`src/rtl/rgb_pkg.sv`:
```
// Shared definitions for the RGB palette block: channel width default,
// named colour indices and the function that builds the reset palette.
// No logic here; everything is elaboration-time constants.
package rgb_pkg;

  // Default bits per colour channel; the RGB word is three channels wide.
  localparam int CH_W_DEFAULT = 8;

  // Widest channel the default-entry builder supports. Callers cast the
  // result down to their own 3*CH_W word.
  localparam int MAX_CH_W = 32;

  // Named indices of the eight base colours (bit2=R, bit1=G, bit0=B).
  localparam logic [2:0] COL_BLACK   = 3'd0;
  localparam logic [2:0] COL_BLUE    = 3'd1;
  localparam logic [2:0] COL_GREEN   = 3'd2;
  localparam logic [2:0] COL_CYAN    = 3'd3;
  localparam logic [2:0] COL_RED     = 3'd4;
  localparam logic [2:0] COL_MAGENTA = 3'd5;
  localparam logic [2:0] COL_YELLOW  = 3'd6;
  localparam logic [2:0] COL_WHITE   = 3'd7;

  // Reset value of palette entry idx for a given channel width, packed
  // {R,G,B} in the low 3*ch_w bits. Only idx[2:0] matters, so entries
  // beyond 7 repeat the eight-colour pattern.
  function automatic logic [3*MAX_CH_W-1:0] default_entry(
    input int unsigned idx,
    input int unsigned ch_w
  );
    logic [3*MAX_CH_W-1:0] ones;
    logic [3*MAX_CH_W-1:0] word;
    ones = '0;
    for (int k = 0; k < MAX_CH_W; k++) begin
      if (k < int'(ch_w)) ones[k] = 1'b1;
    end
    word = '0;
    if (idx[2]) word = word | (ones << (2 * ch_w));
    if (idx[1]) word = word | (ones << ch_w);
    if (idx[0]) word = word | ones;
    return word;
  endfunction

endpackage

```
`src/rtl/rgb_cycle_ctrl.sv`:
```
// Colour-cycle sequencer: prescaler plus wrapping palette index.
// Latency: cycle_idx is registered and steps one edge after the prescaler terminal count.
// No backpressure: free-running while cycle_en=1, cleared when cycle_en=0.
//
// Ports:
//   clk        system clock, rising edge
//   rst        synchronous active-high reset
//   cycle_en   run the sequencer; low clears prescaler and index
//   cycle_idx  current palette index, 0..DEPTH-1
module rgb_cycle_ctrl
  import rgb_pkg::*;
#(
  parameter int DEPTH  = 8,
  parameter int PERIOD = 50_000_000,
  parameter int ADDR_W = $clog2(DEPTH)
) (
  input  logic              clk,
  input  logic              rst,
  input  logic              cycle_en,
  output logic [ADDR_W-1:0] cycle_idx
);

  // PERIOD=1 still needs a one-bit counter; it simply stays at zero and
  // the terminal-count compare is true every cycle.
  localparam int PRE_W = (PERIOD > 1) ? $clog2(PERIOD) : 1;
  localparam logic [PRE_W-1:0]  PRE_LAST = PRE_W'(PERIOD - 1);
  localparam logic [ADDR_W-1:0] IDX_LAST = ADDR_W'(DEPTH - 1);

  logic [PRE_W-1:0] prescaler;
  logic             step;

  assign step = (prescaler == PRE_LAST);

  always_ff @(posedge clk) begin
    if (rst || !cycle_en) begin
      prescaler <= '0;
      cycle_idx <= '0;
    end else if (step) begin
      prescaler <= '0;
      // Explicit wrap so non-power-of-two depths never index past the end.
      cycle_idx <= (cycle_idx == IDX_LAST) ? '0 : cycle_idx + 1'b1;
    end else begin
      prescaler <= prescaler + 1'b1;
    end
  end

endmodule

```
`src/rtl/rgb_palette.sv`:
```
// Programmable colour palette: colour index -> registered {R,G,B} word.
// Latency: 1 cycle from read request (enable or cycle mode) to rgb/rgb_valid.
// No backpressure: every request is serviced; rgb holds when nothing is read.
//
// Ports:
//   clk, rst           rising-edge clock, synchronous active-high reset
//   enable, colour     read request and index (ignored while cycle_en=1)
//   wr_en, wr_addr,    palette write; out-of-range addresses are dropped
//   wr_data
//   cycle_en           autonomous colour-cycle mode, reads every cycle
//   rgb, rgb_valid     registered read data and "read this cycle" flag
//   cycle_idx          current cycle-mode index
module rgb_palette
  import rgb_pkg::*;
#(
  parameter int DEPTH  = 8,
  parameter int CH_W   = CH_W_DEFAULT,
  parameter int PERIOD = 50_000_000,
  parameter int ADDR_W = $clog2(DEPTH)
) (
  input  logic                clk,
  input  logic                rst,
  input  logic                enable,
  input  logic [ADDR_W-1:0]   colour,
  input  logic                wr_en,
  input  logic [ADDR_W-1:0]   wr_addr,
  input  logic [3*CH_W-1:0]   wr_data,
  input  logic                cycle_en,
  output logic [3*CH_W-1:0]   rgb,
  output logic                rgb_valid,
  output logic [ADDR_W-1:0]   cycle_idx
);

  localparam int RGB_W = 3 * CH_W;

  logic [RGB_W-1:0]  mem [DEPTH];

  logic              wr_ok;
  logic              rd_req;
  logic [ADDR_W-1:0] rd_idx;
  logic              rd_in_range;
  logic              rd_bypass;
  logic [RGB_W-1:0]  rd_data;

  // ---------------------------------------------------------------------
  // Cycle-mode index generator
  // ---------------------------------------------------------------------
  rgb_cycle_ctrl #(
    .DEPTH  (DEPTH),
    .PERIOD (PERIOD),
    .ADDR_W (ADDR_W)
  ) u_cycle (
    .clk       (clk),
    .rst       (rst),
    .cycle_en  (cycle_en),
    .cycle_idx (cycle_idx)
  );

  // ---------------------------------------------------------------------
  // Read source select and write-first bypass
  // ---------------------------------------------------------------------
  // Range checks are done at 32 bits so a power-of-two DEPTH does not
  // produce a constant-true compare at ADDR_W bits.
  assign wr_ok       = wr_en && (32'(wr_addr) < DEPTH);
  assign rd_req      = cycle_en || enable;
  assign rd_idx      = cycle_en ? cycle_idx : colour;
  assign rd_in_range = (32'(rd_idx) < DEPTH);
  // A write landing on the entry being read this edge wins, so the
  // output reflects the new value immediately.
  assign rd_bypass   = wr_ok && (wr_addr == rd_idx);

  always_comb begin
    rd_data = '0;
    if (rd_in_range) begin
      rd_data = rd_bypass ? wr_data : mem[rd_idx];
    end
  end

  // ---------------------------------------------------------------------
  // Palette storage and output register
  // ---------------------------------------------------------------------
  always_ff @(posedge clk) begin
    if (rst) begin
      // Reset reloads the base colours and beats any write in flight.
      for (int i = 0; i < DEPTH; i++) begin
        mem[i] <= RGB_W'(default_entry(i, CH_W));
      end
      rgb       <= '0;
      rgb_valid <= 1'b0;
    end else begin
      if (wr_ok) begin
        mem[wr_addr] <= wr_data;
      end
      rgb_valid <= rd_req;
      if (rd_req) begin
        rgb <= rd_data;
      end
    end
  end

endmodule
```
`config.mk`:
```
export PLATFORM = sky130hd
export DESIGN_NAME = rgb_palette
export DESIGN_NICKNAME = d
export VERILOG_FILES = /design/src/rtl/rgb_pkg.sv /design/src/rtl/rgb_cycle_ctrl.sv /design/src/rtl/rgb_palette.sv
export SDC_FILE = /design/constraint.sdc
export NUM_CORES = 1
export LEC_CHECK = 0
export CAP_MARGIN = 25
export CORE_MARGIN = 2
export CORE_UTILIZATION = 40
export CTS_CLUSTER_DIAMETER = 80
export DETAILED_ROUTE_END_ITERATION = 10
export PLACE_DENSITY_LB_ADDON = 0.15
export SYNTH_ARGS = -nofsm -noshare
export SYNTH_HDL_FRONTEND = slang
export SYNTH_SLANG_ARGS = --single-unit
```
`constraint.sdc`:
```
create_clock -name clk -period 6.6 [get_ports clk]
set_input_delay 0.66 -clock clk [delete_from_list [all_inputs] [get_ports clk]]
set_output_delay 0.66 -clock clk [all_outputs]
set_load 0.03 [all_outputs]
```
# Yosys cells after proc, flatten, opt, wreduce, memory -nomap -nowiden
# Memories as Yosys holds them, arrays and structs flattened. A register that Yosys moved wholly into a read port is not among the register bits.
# Index checks and enable logic that the tools add are counted.
[totals]
regBits = 30
latchBits = 0
ram_bits = 192
romBits = 0
inputBits = 35
output_inout_bits = 28
mem_count = 1
[mem_list]
columns = ["memory", "depth", "word_bits", "read_ports", "rd_clocked_by_memory_dff", "wr", "line", "rtl"]
rows = [
  ["mem", 8, 24, 1, 1, 8, "rgb_palette.sv:36", "logic [RGB_W-1:0] mem [DEPTH];"],
]
[classes]
add_sub_neg = 2
mul = 0
n_div = 0
n_lt_le_gt_ge = 0
eq_ne = 2
shifts = 0
mux = 20
bitwise = 4
reduce_logical = 5
[op_table]
columns = ["operator", "count"]
rows = [
  ["$mux 24", 10],
  ["$or 24x8->24", 3],
  ["$add 26x1->26 const B", 1],
  ["$eq 26x26->1 const B", 1],
  ["$or 24x16->24", 1],
  ["$reduce_or 24->1", 1],
  ["$mux 3", 3],
  ["$mux 1", 7],
  ["$add 3x1->3 const B", 1],
  ["$eq 3x3->1 const B", 1],
  ["$logic_or 1x1->1", 2],
  ["$reduce_or 2->1", 1],
  ["$logic_not 1->1", 1],
]

# Depth between registers and ports, before layout
[depth]
ltp_word = 6
depth_mapped = 9
mapped_depth_nobuf = 5

# Cells and area by module
# Synthesis repeated with hierarchy kept, for this count alone.
[unflattened]
cells_unflattened = 1234
area_unflattened_um2 = 12562.0
[modules_own_cells]
columns = ["mod", "n_inst", "cells_per_inst", "area_per_inst_um2", "seq_area_each_um2"]
rows = [
  ["rgb_palette", 1, 1079, 11163.2, 6266.0],
  ["rgb_cycle_ctrl", 1, 155, 1398.8, 580.6],
]

# Worst setup path after synthesis
# OpenSTA, ideal clock, no wires.
[synth_timing]
kind = "input to register"
from = "input rst"
to = "memory mem[7][0] (netlist name) (enable)"
setup_time_ns = 0.410
arrival_time_ns = 2.420
path_slack_ns = 3.770
path_stages = 4
n_path_buf = 2
cell_sequence = "nand3b_1 -> clkbuf_1 -> clkbuf_1 -> o21bai_1"
[synth_rtl]
columns = ["element", "line", "rtl"]
rows = [
  ["start: declaration", "rgb_palette.sv:22", "input logic rst,"],
  ["end: declaration", "rgb_palette.sv:36", ""],
]

==> impl_metrics.ini <==
[power_and_ir_drop]
leakage_uw = 0.00466
power.density_nw_per_um2 = 272
ir_worst_vdd_mv = 0.201
p_total_uw = 3720

[detailed_routing]
ant_nets = 0
routed_wl_um = 33900
dr_wl_met3_um = 2020
drt-pass1-iter-count = 5
drc = 0
top_layer = met4
wire_per_inst_um = 21.6
vias = 8835
drt-met1-wl_um = 15200
drt_iter0_markers = 866
route.met2.wl_um = 15800
vias_per_cell = 5.63

[setup_path]
critPathTopFamily = simple AND/OR/NAND/NOR gates
crit_type = in -> reg
crit_chain = clkdlybuf4s50_1 > nand2b_1 > or2_2 > nor2_1 > or2_2
cp_data_required_time_ns = 6.78
crit_arrival_ns = 3.66
crit_fanout = 36
worst-path-buf-inv = 1
cpPeakStageDelay_ns = 0.85
start_kind = primary input
slowest_stage = nor2_1
path_common_cell = or2_2
setup.worst_path.end_class = register

[final_layout]
drive_gt1_share_pct = 7.34
fill_cells = 2701
final_area_um2 = 13700
syn2layout_area_growth_pct = 16.6
num_antenna_cells = 0
nNetsFinal = 1202

[cts]
clock_sinks = 246
clock_latency_ns = 0.54
cts_buffer_depth = 3
htreeDepth = 1
cts_setup_buffers = 0
cts_tree = yes
clk_pin_slew_worst_paths_ns = 0.06
clock-root-buffer = clkbuf_16
numCtsBuffers = 28
holdBufCountCts = 0
ctsResizeCount = 0

[timing]
tightestPinTransition_ns = 0.990
hold_viol_final = 0
grt_setup_unrepaired = false
setup_tns_ns = 0
slew_headroom_pct = 33.8
timing.fmax_ghz = 0.287
setup_violations = 0
whs_ns = 0.474
fin_crit_sh_pct = 52.8
report.final.slew_viol_count = 0
skew_ns = 0.0106
min_period_ns = 3.49

[global_routing]
antenna_found_initial = 0
grt_max_degree = 73
grt-ovfl-total = 0
grt_pass1_vias = 8622
grt_use_total_pct = 22.2
grt_first_pass_wirelength_um = 51800

[floorplanning]
die_w_um = 175
core_um2 = 28800
io_pins = 63
row_count = 62
start_util_pct = 40.7
die_h_um = 175
die_area_um2 = 30700

[logic_synthesis]
netlist_instances = 1132
synth_fa_ha_area_share_pct = 0.320
muxShareOfSynthArea_pct = 0.662
synth_cell_types = 43
async_flop_share_pct = 0
synth_edf_count = 192
synth_xor_area_share_pct = 2.02
yosys_warnings = 0
ys.flop_type = edfxtp_1
synth_compound_area_share_pct = 8.78
yosys.area_share.simple_pct = 26.9
syn_nets = 1170
seq_area_frac_synth_pct = 58.4
synth_top_family_by_area = simple AND/OR/NAND/NOR gates
ys_seq_elements = 246
netlist_area_um2 = 11700
synth.avg_cell_area_um2 = 10.4

[hold_path]
hp-class = reg -> reg

[place]
dp_hpwl_um = 19600
gp_congestion = 0.768
placed_cell_area_um2 = 12700
io_buffers = 62

[job]
max-cap-violations = 0

[status]
status = complete, no violations
==> cell usage after synthesis, types with 23 or more instances <==
cell type | count | area share [%]
a21oi_1 | 24 | 1.0
a22o_1 | 23 | 1.7
a32oi_1 | 25 | 1.9
and2_1 | 97 | 5.2
clkbuf_1 | 67 | 2.1
dfxtp_1 | 54 | 9.2
edfxtp_1 | 192 | 49
nand2_1 | 196 | 6.3
nand3_1 | 56 | 2.4
nor2_1 | 55 | 1.8
nor2b_1 | 49 | 2.6
or3_1 | 89 | 4.7
==> where the power goes <==
part           leakage [µW]  switching [µW]  total [µW]  internal [µW]
Combinational       0.00188             240         364            123
Sequential          0.00232            37.5        1800           1760
Clock              0.000455             626        1550            925
==> cells in the final DEF (no fill, tap or decap), types with 3 or more instances in the layout <==
cell type and instances:
a21oi_1 24, a22o_1 23, a32oi_1 25, and2_1 97
and3_1 5, buf_4 17, buf_8 4, clkbuf_1 10
clkbuf_16 28, clkbuf_8 9, clkdlybuf4s50_1 61, dfxtp_1 53
edfxtp_1 192, ha_1 3, inv_1 4, mux2i_1 3
nand2_1 196, nand2b_1 15, nand3_1 56, nand4_1 20
nor2_1 53, nor2b_1 48, nor3_1 3, nor3_2 3
nor4_1 7, o21ai_0 18, o21ai_1 22, o22ai_1 22
o32ai_1 11, or2_2 8, or3_1 89, xnor2_1 17
xor2_1 10
==> area by class of cell <==
type | instances | area, µm² | area share (%)
Clock buffer | 47 | 862 | 6.31
Clock inverter | 5 | 66.3 | 0.485
Inverter | 4 | 15.0 | 0.110
Multi-Input combinational cell | 800 | 4580 | 33.5
Sequential cell | 246 | 6850 | 50.1
Tap cell | 384 | 480 | 3.51
Timing Repair Buffer | 84 | 823 | 6.02
==> through the flow <==
step	utilization, %	instances	setup slack [ns]
2_1_floorplan	-	1132	3.77
3_3_place_gp	44.0	1513	2.59
3_5_place_dp	44.1	1514	2.52
4_1_cts	47.3	1566	3.09
5_1_grt	47.5	1570	2.92
6_report	47.5	1570	3.11
==> flip-flops by register name, indices dropped and copies added (netlist names) <==
name               count
mem                  192
u_cycle.prescaler     26
rgb                   24
u_cycle.cycle_idx      3
rgb_valid              1
==> layer usage <==
layer | GRT usage [%] | vias to the layer above
li1 | - | 4127
met1 | 31.5 | 4351
met2 | 35.8 | 298
met3 | 2.83 | 59
met4 | 6.15 | 0
met5 | 0 | -
==> final timing paths <==
kind                                                   startpoint                      end  slack (ns)  cells past startpoint
worst min register to register                rgb[5]$_SDFFE_PP0P_      rgb[5]$_SDFFE_PP0P_        0.47                      2
worst max register to register  u_cycle.cycle_idx[2]$_SDFFE_PP0N_     rgb[12]$_SDFFE_PP0P_        3.94                      8
worst min-delay path                          rgb[5]$_SDFFE_PP0P_      rgb[5]$_SDFFE_PP0P_        0.47                      2
worst max-delay path                                          rst  mem[4][2]$_SDFFCE_PN0P_        3.11                      5
==> logic make-up (layout without fill, tap and decap cells) <==
kind of cell,Yosys count,count (layout)
simple gates,612,612
flops,246,246
compound gates,152,152
buf+inv,86,140
xor+xnor,27,27
mux,6,6
fa+ha+maj,3,3
==> worst min-delay path, stage by stage (launching register included) <==
cell and delay, ns:
dfxtp_1 0.33, a32oi_1 0.06, o21ai_1 0.06
Power figures use the tool's default switching activity.
